===== src/rtl/pe_lsu.sv =====
// rtl/pe_lsu.sv - per-PE load/store unit: LOAD/STR to single-word TCDM req/gnt/rvalid; grant timeout under PE_LSU_TIMEOUT_EN
`timescale 1ns/1ps
module pe_lsu #(
    parameter int DWIDTH         = 32,
    parameter int AWIDTH         = 32,
    parameter int TIMEOUT_CYCLES = 256
) (
    input  logic              Clk,
    input  logic              Reset,
    input  logic              Exec_En_Global,
    input  logic              LSU_En,
    input  logic [5:0]        Opcode,
    input  logic [DWIDTH-1:0] Addr_In,
    input  logic [DWIDTH-1:0] Store_Data_In,
    output logic              data_req_o,
    output logic [AWIDTH-1:0] data_addr_o,
    output logic              data_we_o,
    output logic [31:0]       data_wdata_o,
    input  logic              data_gnt_i,
    input  logic              data_rvalid_i,
    input  logic [31:0]       data_rdata_i,
    output logic [31:0]       load_data_o,
    output logic              data_req_valid_o,
    output logic              lsu_busy_o,
    output logic              err_o
);

    localparam logic [5:0] OP_LOAD = 6'b000111;
    localparam logic [5:0] OP_STR  = 6'b001001;

    typedef enum logic [1:0] {
        S_IDLE = 2'd0,
        S_REQ  = 2'd1,
        S_WAIT = 2'd2
    } state_t;

    state_t            state;
    state_t            state_next;
    logic              accept;
    logic              timeout_hit;
    logic [AWIDTH-1:0] addr_ext;
    logic [31:0]       wdata_ext;
    logic [AWIDTH-1:0] addr_q;
    logic [31:0]       wdata_q;
    logic              we_q;
    logic [31:0]       load_data_q;
    logic              valid_q;

    // Commands are only taken while idle; anything presented while busy is dropped.
    assign accept = (state == S_IDLE) && Exec_En_Global && LSU_En &&
                    ((Opcode == OP_LOAD) || (Opcode == OP_STR));

    generate
        if (AWIDTH > DWIDTH) begin : g_addr_zext
            assign addr_ext = {{(AWIDTH-DWIDTH){1'b0}}, Addr_In};
        end else begin : g_addr_trunc
            assign addr_ext = Addr_In[AWIDTH-1:0];
        end
        if (DWIDTH >= 32) begin : g_wdata_low
            assign wdata_ext = Store_Data_In[31:0];
        end else begin : g_wdata_zext
            assign wdata_ext = {{(32-DWIDTH){1'b0}}, Store_Data_In};
        end
    endgenerate

`ifdef PE_LSU_TIMEOUT_EN
    localparam int              CW       = $clog2(TIMEOUT_CYCLES);
    localparam logic [CW-1:0]   CNT_LAST = CW'(TIMEOUT_CYCLES - 1);

    logic [CW-1:0] tmo_cnt;
    logic          err_q;

    // Grant-wait counter: cleared when a command enters REQ, counts REQ cycles without grant.
    always_ff @(posedge Clk or negedge Reset) begin
        if (!Reset) begin
            tmo_cnt <= '0;
            err_q   <= 1'b0;
        end else begin
            err_q <= timeout_hit;
            if (accept) begin
                tmo_cnt <= '0;
            end else if ((state == S_REQ) && !data_gnt_i) begin
                tmo_cnt <= tmo_cnt + 1'b1;
            end
        end
    end

    // A grant arriving in the final cycle still wins over the timeout.
    assign timeout_hit = (state == S_REQ) && !data_gnt_i && (tmo_cnt == CNT_LAST);
    assign err_o       = err_q;
`else
    logic unused_timeout_cfg;
    assign unused_timeout_cfg = (TIMEOUT_CYCLES < 2);
    assign timeout_hit        = 1'b0;
    assign err_o              = 1'b0;
`endif

    // State register; busy and request are decoded from it so they are effectively registered.
    always_ff @(posedge Clk or negedge Reset) begin
        if (!Reset) begin
            state <= S_IDLE;
        end else begin
            state <= state_next;
        end
    end

    // Next-state logic: rvalid is only meaningful in WAIT, so a late response after reset is ignored.
    always_comb begin
        state_next = state;
        case (state)
            S_IDLE: if (accept) state_next = S_REQ;
            S_REQ: begin
                if (data_gnt_i) begin
                    state_next = S_WAIT;
                end else if (timeout_hit) begin
                    state_next = S_IDLE;
                end
            end
            S_WAIT: if (data_rvalid_i) state_next = S_IDLE;
            default: state_next = S_IDLE;
        endcase
    end

    // Output decode from the current state.
    always_comb begin
        data_req_o = 1'b0;
        lsu_busy_o = 1'b0;
        if (state == S_REQ) begin
            data_req_o = 1'b1;
        end
        if (state != S_IDLE) begin
            lsu_busy_o = 1'b1;
        end
    end

    // Command capture and load-result register; the valid pulse lasts one cycle since it is cleared every cycle.
    always_ff @(posedge Clk or negedge Reset) begin
        if (!Reset) begin
            addr_q      <= '0;
            wdata_q     <= '0;
            we_q        <= 1'b0;
            load_data_q <= '0;
            valid_q     <= 1'b0;
        end else begin
            valid_q <= 1'b0;
            if (accept) begin
                addr_q  <= addr_ext;
                wdata_q <= wdata_ext;
                we_q    <= (Opcode == OP_STR);
            end
            if ((state == S_WAIT) && data_rvalid_i && !we_q) begin
                load_data_q <= data_rdata_i;
                valid_q     <= 1'b1;
            end
            if (timeout_hit) begin
                load_data_q <= '0;
                valid_q     <= !we_q;
            end
        end
    end

    assign data_addr_o      = addr_q;
    assign data_we_o        = we_q;
    assign data_wdata_o     = wdata_q;
    assign load_data_o      = load_data_q;
    assign data_req_valid_o = valid_q;

endmodule


===== config.mk =====
export PLATFORM = sky130hd
export DESIGN_NAME = pe_lsu
export DESIGN_NICKNAME = d
export VERILOG_FILES = /design/src/rtl/pe_lsu.sv
export SDC_FILE = /design/constraint.sdc
export NUM_CORES = 1
export LEC_CHECK = 0
export BUFFER_PORTS_ARGS = -buffer_cell sky130_fd_sc_hd__buf_4
export CORE_MARGIN = 10
export CORE_UTILIZATION = 41
export DETAILED_ROUTE_END_ITERATION = 8
export GPL_ROUTABILITY_DRIVEN = 0
export PLACE_DENSITY_LB_ADDON = 0.2
export SLEW_MARGIN = 20
export SYNTH_ARGS = -nofsm -noshare
export SYNTH_HDL_FRONTEND = slang
export SYNTH_SLANG_ARGS = --single-unit

===== constraint.sdc =====
create_clock -name Clk -period 1.4 [get_ports Clk]
set_input_delay 0.14 -clock Clk [delete_from_list [all_inputs] [get_ports Clk]]
set_output_delay 0.14 -clock Clk [all_outputs]
set_load 0.03 [all_outputs]

Word level (Yosys, flattened, before mapping)
Cells that the tools add are included.

word-level totals
  input port bits = 108
  register bits after elaboration = 100
  word-level logic and storage cells = 30

operators by class
  reductions and logical operators = 10
  mux-type cells = 7
  eq/ne operators = 7

operators with widths
  operator                                        number
  == test 6 x 3 -> 1 bit (second input constant)  1
  == test 6 x 4 -> 1 bit (second input constant)  1
  two-way mux 2 bit                               3
  != test 2 bit (second input constant)           3
  one-hot mux 2 bit (3 select lines)              1
  logical AND 1 bit                               5
  two-way mux 1 bit                               3
  AND reduction 3 bit                             1
  == test 2 x 1 -> 1 bit (second input constant)  1
  == test 2 bit (second input constant)           1
  logical NOT 2 bit                               1
  nonzero test 2 bit                              1
  logical NOT 1 bit                               1
  logical OR 1 bit                                1

Longest topological paths before layout
Gate-level depths: netlist (run 1).

  word-level depth = 6
  depth in mapped cells = 5
  depth with buffers taken out = 4

Worst setup path after synthesis (run 1)
OpenSTA, ideal clock, no wires.

  path type = flip-flop to flip-flop
  start = register we_q (netlist: data_we_o)
  end = register load_data_q[16] (netlist: load_data_o[16])
  path slack = -157 ps
  stages on the path, launching flop included = 4
  data arrival time = 1432 ps
  path through = dfrtp_1 -> nor3b_2 -> buf_4 -> mux2_2

between the ends
  cells in the longest elaborated chain, start to end = 2

ends and longest elaborated chain
  what                    RTL line  text
  start, declared         45        logic we_q;
  start signal, assigned  149       we_q <= (Opcode == OP_STR);
  logical NOT 1 bit       --
  logical AND 1 bit       151       if ((state == S_WAIT) && data_rvalid_i && !we_q) begin
  end signal, assigned    152       load_data_q <= data_rdata_i;
  end, declared           46        logic [31:0] load_data_q;

No other way between the ends.
A chain may end at the register's enable or synchronous reset.

Final worst setup path (run 1)
  start = register state[0]
  end = register wdata_q[25] (netlist: data_wdata_o[25])

between the ends
  cells in the longest elaborated chain, start to end = 4

ends and longest elaborated chain
  what                            RTL line  text
  start, declared                 37        state_t state;
  start signal, assigned          103       state <= state_next;
  logical NOT 2 bit               50        assign accept = (state == S_IDLE) && Exec_En_Global && LSU_En &&
  logical AND 1 bit (3 in a row)  50
  end signal, assigned            148       wdata_q <= wdata_ext;
  end, declared                   44        logic [31:0] wdata_q;

No other way between the ends.

==> results of run 1 <==
[power by group through the flow]
stage	Sequential [mW]	Clock (mW)	Combinational (mW)
floorplan	4.38	0	0.465
global placement	3.56	0	2.39
detailed placement	3.57	0	2.43
CTS	3.52	1.92	2.54
global route	3.58	2.05	2.72
finish	3.53	1.86	2.60
[kinds of logic after synthesis]
group | after synthesis | synth area share, %
flops | 100 | 62.7
mux | 96 | 31.7
simple gates | 12 | 2.32
buf+inv | 12 | 2.57
compound gates | 4 | 0.658
other cells | 1 | 0.0939
[layer usage]
layer	vias to the layer above	wire length (um)	part of all wire, %
li1	1365	-	-
met1	1434	5000	40
met2	124	6510	51
met3	8	1000	7.9
met4	0	131	1.0
met5	-	0	0
[sequential cells by signal, summed over array words and instances (netlist names)]
signal and flops:
data_addr_o 32, data_req_valid_o 1, data_wdata_o 32, data_we_o 1
load_data_o 32, state 2
[layout make-up]
cell class / count / area share [%]
Inverter: 1 / 0.0553
Clock buffer: 11 / 2.08
Sequential cell: 100 / 36.9
Multi-Input combinational cell: 113 / 21.5
Tap cell: 129 / 2.38
Timing Repair Buffer: 287 / 36.2
Clock inverter: 5 / 0.885
[path summary, 6_finish.rpt]
kind | end | from | slack (ns) | depth (start not counted)
max in group asynchronous | data_addr_o[23] | Reset | 0.72 | 3
min reg2reg | load_data_o[6] | load_data_o[6] | 0.50 | 1
min in group asynchronous | data_wdata_o[11] | Reset | 0.18 | 2
max | data_wdata_o[25] | state[0] | -0.19 | 5
max reg2reg | data_wdata_o[25] | state[0] | -0.19 | 5
min | load_data_o[5] | data_rdata_i[5] | 0.02 | 2
[layout by cell type, fill, tap and decap left out, drive strengths merged, types with 2 or more instances in the layout]
master | synthesis | routed
nand2b | 2 | 2
dfrtp | 100 | 100
nor3b | 3 | 3
dlygate4sd3 | 0 | 59
clkinv | 0 | 2
mux2 | 96 | 96
inv | 1 | 2
o21ai | 2 | 2
clkbuf | 0 | 14
buf | 11 | 225
[worst max-delay path, delay by kind of cell, from the launching register on]
kind	cells	cell delay, ns
compound gates	1	0.10
buf+inv	2	0.34
flops	1	0.40
mux	1	0.31
simple gates	1	0.31
[what timing repair did]
| item | 4_1_cts | 5_1_grt |
|---|---|---|
| resized for setup | 7 | 19 |
| cloned | 1 | 4 |
| setup buffers | 2 | 1 |
| setup endpoints to repair | 99 | 99 |
| hold endpoints to repair | 147 | 11 |
| hold buffers | 48 | 11 |
==> key figures, run 1 <==
GRT
  – GR Util met3: under 10%
  – First-pass GRT wire length: around 18 mm
  – Initial antenna violation count: 0
  – GR peak layer: met2
  – Overall Global Routing Usage: roughly 16%
  – Largest net degree at the start of global routing: 46
  – GRT met1 Usage: between 10% and 20%
  – GR Overflow Total: 0
  – Number of global-route vias before repair: 3340
  – Met2 usage: a little over a quarter

Layout
  – Finished Core Util: between 70% and 80%
  – P&R area growth vs syn: 70.0%
  – Filler cell count in the final layout: between 600 and 700
  – Seq. cell area: roughly 2500 um2
  – Footprint of the multi-input gates: between 1000 and 1500 um2
  – Layout Cells excl Fill: about 650
  – Antenna Cells: 0
  – Design area: just under 7000 um2
  – Final net count: just over 600
  – Layout cells sized above 1: approximately 65%

Power and ir drop
  – Worst vdd ir: about 650 uV
  – P_int: 5.44 mW
  – Comb pwr share: about a third
  – Switching pwr: 2.55 mW
  – Sequential power share: around 44%
  – P_leak: about 3.6 nW
  – Clock Power Share: 23.3%
  – Power Density: 1180 nW/um2
  – Switching Fraction: between 30% and 40%
  – Total power: roughly 8.0 mW

Detailed routing
  – WL per Instance: between 15 and 20 um
  – Via count: a little under 3000
  – Via/cell ratio: roughly 4.5
  – Routed Antenna Nets: 0
  – Iter 0 DRT Violations: roughly 120
  – # DRC: 0
  – Post-Route WL: 12.6 mm
  – Drt pass-1 iters: 4

Timing
  – Final setup viols: 97
  – Fmax: ~630 MHz
  – Final hold slack: around 0.018 ns
  – Final hold violation count: 0
  – Final setup margin: -0.186 ns
  – Slew Limit Fails: 0
  – TNS Setup: -14.09 ns
  – Clock skew: 0.00732 ns
  – RSZ-0062 raised after global routing: true
  – Fin crit share: 113%
  – Post-layout min period: 1.59 ns

Clocking
  – CTS Root Buffer Type: clkbuf_8
  – CTS tree: yes
  – Clk_lat worst skew: between 0.3 and 0.4 ns
  – H-tree depth: 3
  – Clk buf depth: 2
  – Reg clk slew, reported paths: roughly 0.10 ns
  – CTS buffer count: 9
  – CTS Sinks: 100

Setup path
  – Worst-path cell chain: and4bb_2 -> o211ai_1 -> buf_6 -> buf_16 -> mux2_4
  – WS Path Type: reg2reg
  – Critical path launch point type: flip-flop
  – Crit. End Element: flip-flop
  – Worst EP arrival: about 1.8 ns
  – Crit path max fanout: 15
  – Required time worst endpoint: 1.64 ns
  – Slowest stage cell on the critical path: dfrtp_1
  – Slowest stage delay, CP: approximately 0.40 ns

Yosys
  – Synth cell count leaders: dfrtp_1, mux2_4, mux2_2
  – Cell variety after synth: 22
  – Synth Register Bits: 100
  – Post-synth top area cell: dfrtp_1
  – Synth Cell Area: around 4000 um2
  – Ranking of synthesized cells by area: dfrtp_1, mux2_4, mux2_2
  – Mapped Nets: roughly 330
  – Post-synth EDFFs: 0
  – Top-count cell post-synth: dfrtp_1
  – Cells after synthesis: 225
  – Syn_area_per_cell: roughly 18 um2
  – Sequential share of the synthesized area: between 60% and 70%
  – Asr flop ratio synth: 100%
  – Post-synth top flop: dfrtp_1
  – Share of the synthesized area in the top cell type: between 60% and 70%
  – Yosys warns: 0

Floorplan
  – Initial Utilization: around 43%
  – Die width: 119 um
  – DIE AREA: 14100 um2
  – Ports: between 200 and 250
  – Row Count: 35
  – Die height: approximately 120 um
  – Core area: 9370 um2

Placed design
  – DP Worst Slack: -0.300 ns
  – IO Port Bufs: 207
  – Hpwl dp: 8.58 mm
  – Cell count after placement: roughly 560
  – Placed cell areas: slightly below 6000 um2

Job
  – MaxCap Viol Count: 0

Outcome
  – Outcome: complete, but fails checks
  – Failing checks: setup timing

Worst hold path
  – Worst Hold Class: in2reg
Power figures use the tool's default switching activity.
==> run 2, diff against run 1 <==
--- a/config.mk
+++ b/config.mk
@@ -10,7 +10,7 @@
 export CORE_UTILIZATION = 41
 export DETAILED_ROUTE_END_ITERATION = 8
 export GPL_ROUTABILITY_DRIVEN = 0
-export PLACE_DENSITY_LB_ADDON = 0.2
+export PLACE_DENSITY = 0.74
 export SLEW_MARGIN = 20
 export SYNTH_ARGS = -nofsm -noshare
 export SYNTH_HDL_FRONTEND = slang
==> run 2 against run 1 <==
Clock-buffer cell count down 1. Fmax down 3.1%. Setup slack worse by 0.052 ns. Combinational power up 7.7%. Clock skew up 0.0038 ns. Highest routed layer unchanged. Design area up 8.5%. Critical path type unchanged. Largest power group unchanged. First-iteration DRC count down 4.3%. The flow still finishes with violations (setup timing). Clock power up 12%. Power up 5.7%.
==> key figures, run 2 (synthesis results as in run 1) <==
Outcome
  – Outcome: complete, but fails checks (unchanged)
  – Failing checks: setup timing (unchanged)

Layout
  – Layout Cells excl Fill: 682 (was 646)
  – P&R area growth vs syn: 84.4% (was 70.0%)
  – Final net count: 655 (was 620)
  – Filler cell count in the final layout: 555 (was 650)
  – Commonest non-fill, non-tap cell in the layout: buf_4 (unchanged)
  – Most frequent cells in the layout: buf_4, dfrtp_1, mux2_4 (unchanged)
  – Layout cells sized above 1: 63.9% (was 65.0%)
  – Finished Core Util: 78.6% (was 72.4%)

Clocking
  – CTS tree: yes (unchanged)
  – H-tree depth: 3 (unchanged)
  – Clk buf depth: 2 (unchanged)
  – CTS Root Buffer Type: clkbuf_8 (unchanged)
  – CTS Sinks: 100 (unchanged)
  – Reg clk slew, reported paths: 0.09 ns (was 0.10 ns)
  – Clk_lat worst skew: 0.36 ns (was 0.35 ns)
  – CTS buffer count: 9 (unchanged)

Setup path
  – Crit path max fanout: 8 (was 15)
  – Critical path launch point type: flip-flop (unchanged)
  – Slowest stage cell on the critical path: dfrtp_1 (unchanged)
  – Crit. End Element: flip-flop (unchanged)
  – WS Path Type: reg2reg (unchanged)
  – Worst-path cell chain: buf_4 -> nand2b_4 -> nor3b_4 -> buf_6 -> buf_16 -> mux2_4 (was and4bb_2 -> o211ai_1 -> buf_6 -> buf_16 -> mux2_4)
  – Required time worst endpoint: 1.64 ns (about the same)
  – Critical path startpoint: state[0] (unchanged)
  – Slowest stage delay, CP: 0.39 ns (was 0.40 ns)
  – Worst EP arrival: 1.88 ns (was 1.83 ns)
  – RR Startpoint: state[0] (unchanged)

Power and ir drop
  – P_leak: 3.93 nW (was 3.64 nW)
  – Worst vdd ir: 677 uV (was 652 uV)
  – Power Density: 1150 nW/um2 (was 1180 nW/um2)

Timing
  – Final hold slack: 0.0187 ns (was 0.0185 ns)
  – Slew Limit Fails: 0 (unchanged)
  – Post-layout min period: 1.64 ns (was 1.59 ns)
  – TNS Setup: -19.06 ns (was -14.09 ns)
  – Final setup margin: -0.238 ns (was -0.186 ns)
  – Final setup viols: 97 (unchanged)
  – Fmax: 611 MHz (was 631 MHz)
  – Fin crit share: 117% (was 113%)
  – Final hold violation count: 0 (unchanged)
  – Clock skew: 0.0111 ns (was 0.00732 ns)
  – RSZ-0062 raised after global routing: true (unchanged)

Placed design
  – Cell count after placement: 563 (unchanged)
  – IO Port Bufs: 207 (unchanged)
  – Hpwl dp: 8.62 mm (was 8.58 mm)
  – DP Worst Slack: -0.242 ns (was -0.300 ns)

Worst hold path
  – Min-delay src: Addr_In[27] (was data_rdata_i[5])
  – Worst Hold Class: in2reg (unchanged)

Detailed routing
  – WL per Instance: 21.5 um (was 19.6 um)
  – # DRC: 0 (unchanged)
  – Routed Antenna Nets: 0 (unchanged)
  – Drt pass-1 iters: 4 (unchanged)
  – Iter 0 DRT Violations: 111 (was 116)
  – Post-Route WL: 14.7 mm (was 12.6 mm)
  – Via/cell ratio: 4.66 (was 4.54)
  – Via count: 3175 (was 2931)

Floorplan
  – Die height: 119 um (unchanged)
  – Row Count: 35 (unchanged)
  – Initial Utilization: 42.6% (unchanged)
  – Ports: 209 (unchanged)
  – Core area: 9370 um2 (unchanged)
  – Die width: 119 um (unchanged)
  – DIE AREA: 14100 um2 (unchanged)

GRT
  – Number of global-route vias before repair: 3701 (was 3340)
  – Initial antenna violation count: 1 (was 0)
  – GR Overflow Total: 0 (unchanged)
  – Overall Global Routing Usage: 19.1% (was 16.0%)
  – First-pass GRT wire length: 21.6 mm (was 18.2 mm)
  – Largest net degree at the start of global routing: 55 (was 46)

Job
  – MaxCap Viol Count: 0 (unchanged)
## run 2: repair_timing
action	4_1_cts	5_1_grt
endpoints found under the setup margin	99	99
endpoints found under the hold margin	177	10
gates cloned	6	3
gates resized for setup	43	28
pin swaps	2	1
buffers inserted	5	0
hold buffers	78	10
## run 2: per-layer routing
layer | part of all wire, % | up-vias | track usage [%]
met4 | 1.3 | 0 | 4.96
met3 | 6.7 | 14 | 6.09
met2 | 53 | 132 | 34.0
met5 | 0 | - | 0
li1 | - | 1441 | -
met1 | 39 | 1588 | 21.5
## run 2: critical path: cells and delay by family (launching register included)
family,cells,cell delay (ns)
and+or+nand+nor,2,0.37
muxes,1,0.31
buffers and inverters,3,0.46
DFF,1,0.39
## run 2: final timing paths
check,slack (ns),end,cells past startpoint
max,-0.24,load_data_o[15],6
min,0.02,data_addr_o[27],2
max reg2reg,-0.24,load_data_o[15],6
min reg2reg,0.51,load_data_o[5],1
max in group asynchronous,0.78,data_we_o,3
min in group asynchronous,0.33,data_wdata_o[2],3
## run 2: per-stage QoR
stage	instance area [um2]	total power [mW]
final	7360	8.44
after global routing	7360	8.77
after CTS	7100	8.36
after detailed placement	5760	6.01
after global placement	5760	5.95
after floorplan	4000	4.85
## run 2: area by class of cell
type                       count  area [um2]  area share [%]
tap                          129         161            2.19
inverter                       1        3.75          0.0510
sequential                   100        2500            34.0
timing repair buffer         322        2890            39.3
multi-input combinational    113        1580            21.4
clock inverter                 6        86.3            1.17
antenna                        1        2.50          0.0340
clock buffer                  10         138            1.87
## run 2: power by group
| group | internal (mW) | total (mW) | switching [mW] |
|---|---|---|---|
| Combinational | 1.40 | 2.80 | 1.39 |
| Sequential | 3.30 | 3.56 | 0.263 |
| Clock | 1.06 | 2.09 | 1.03 |
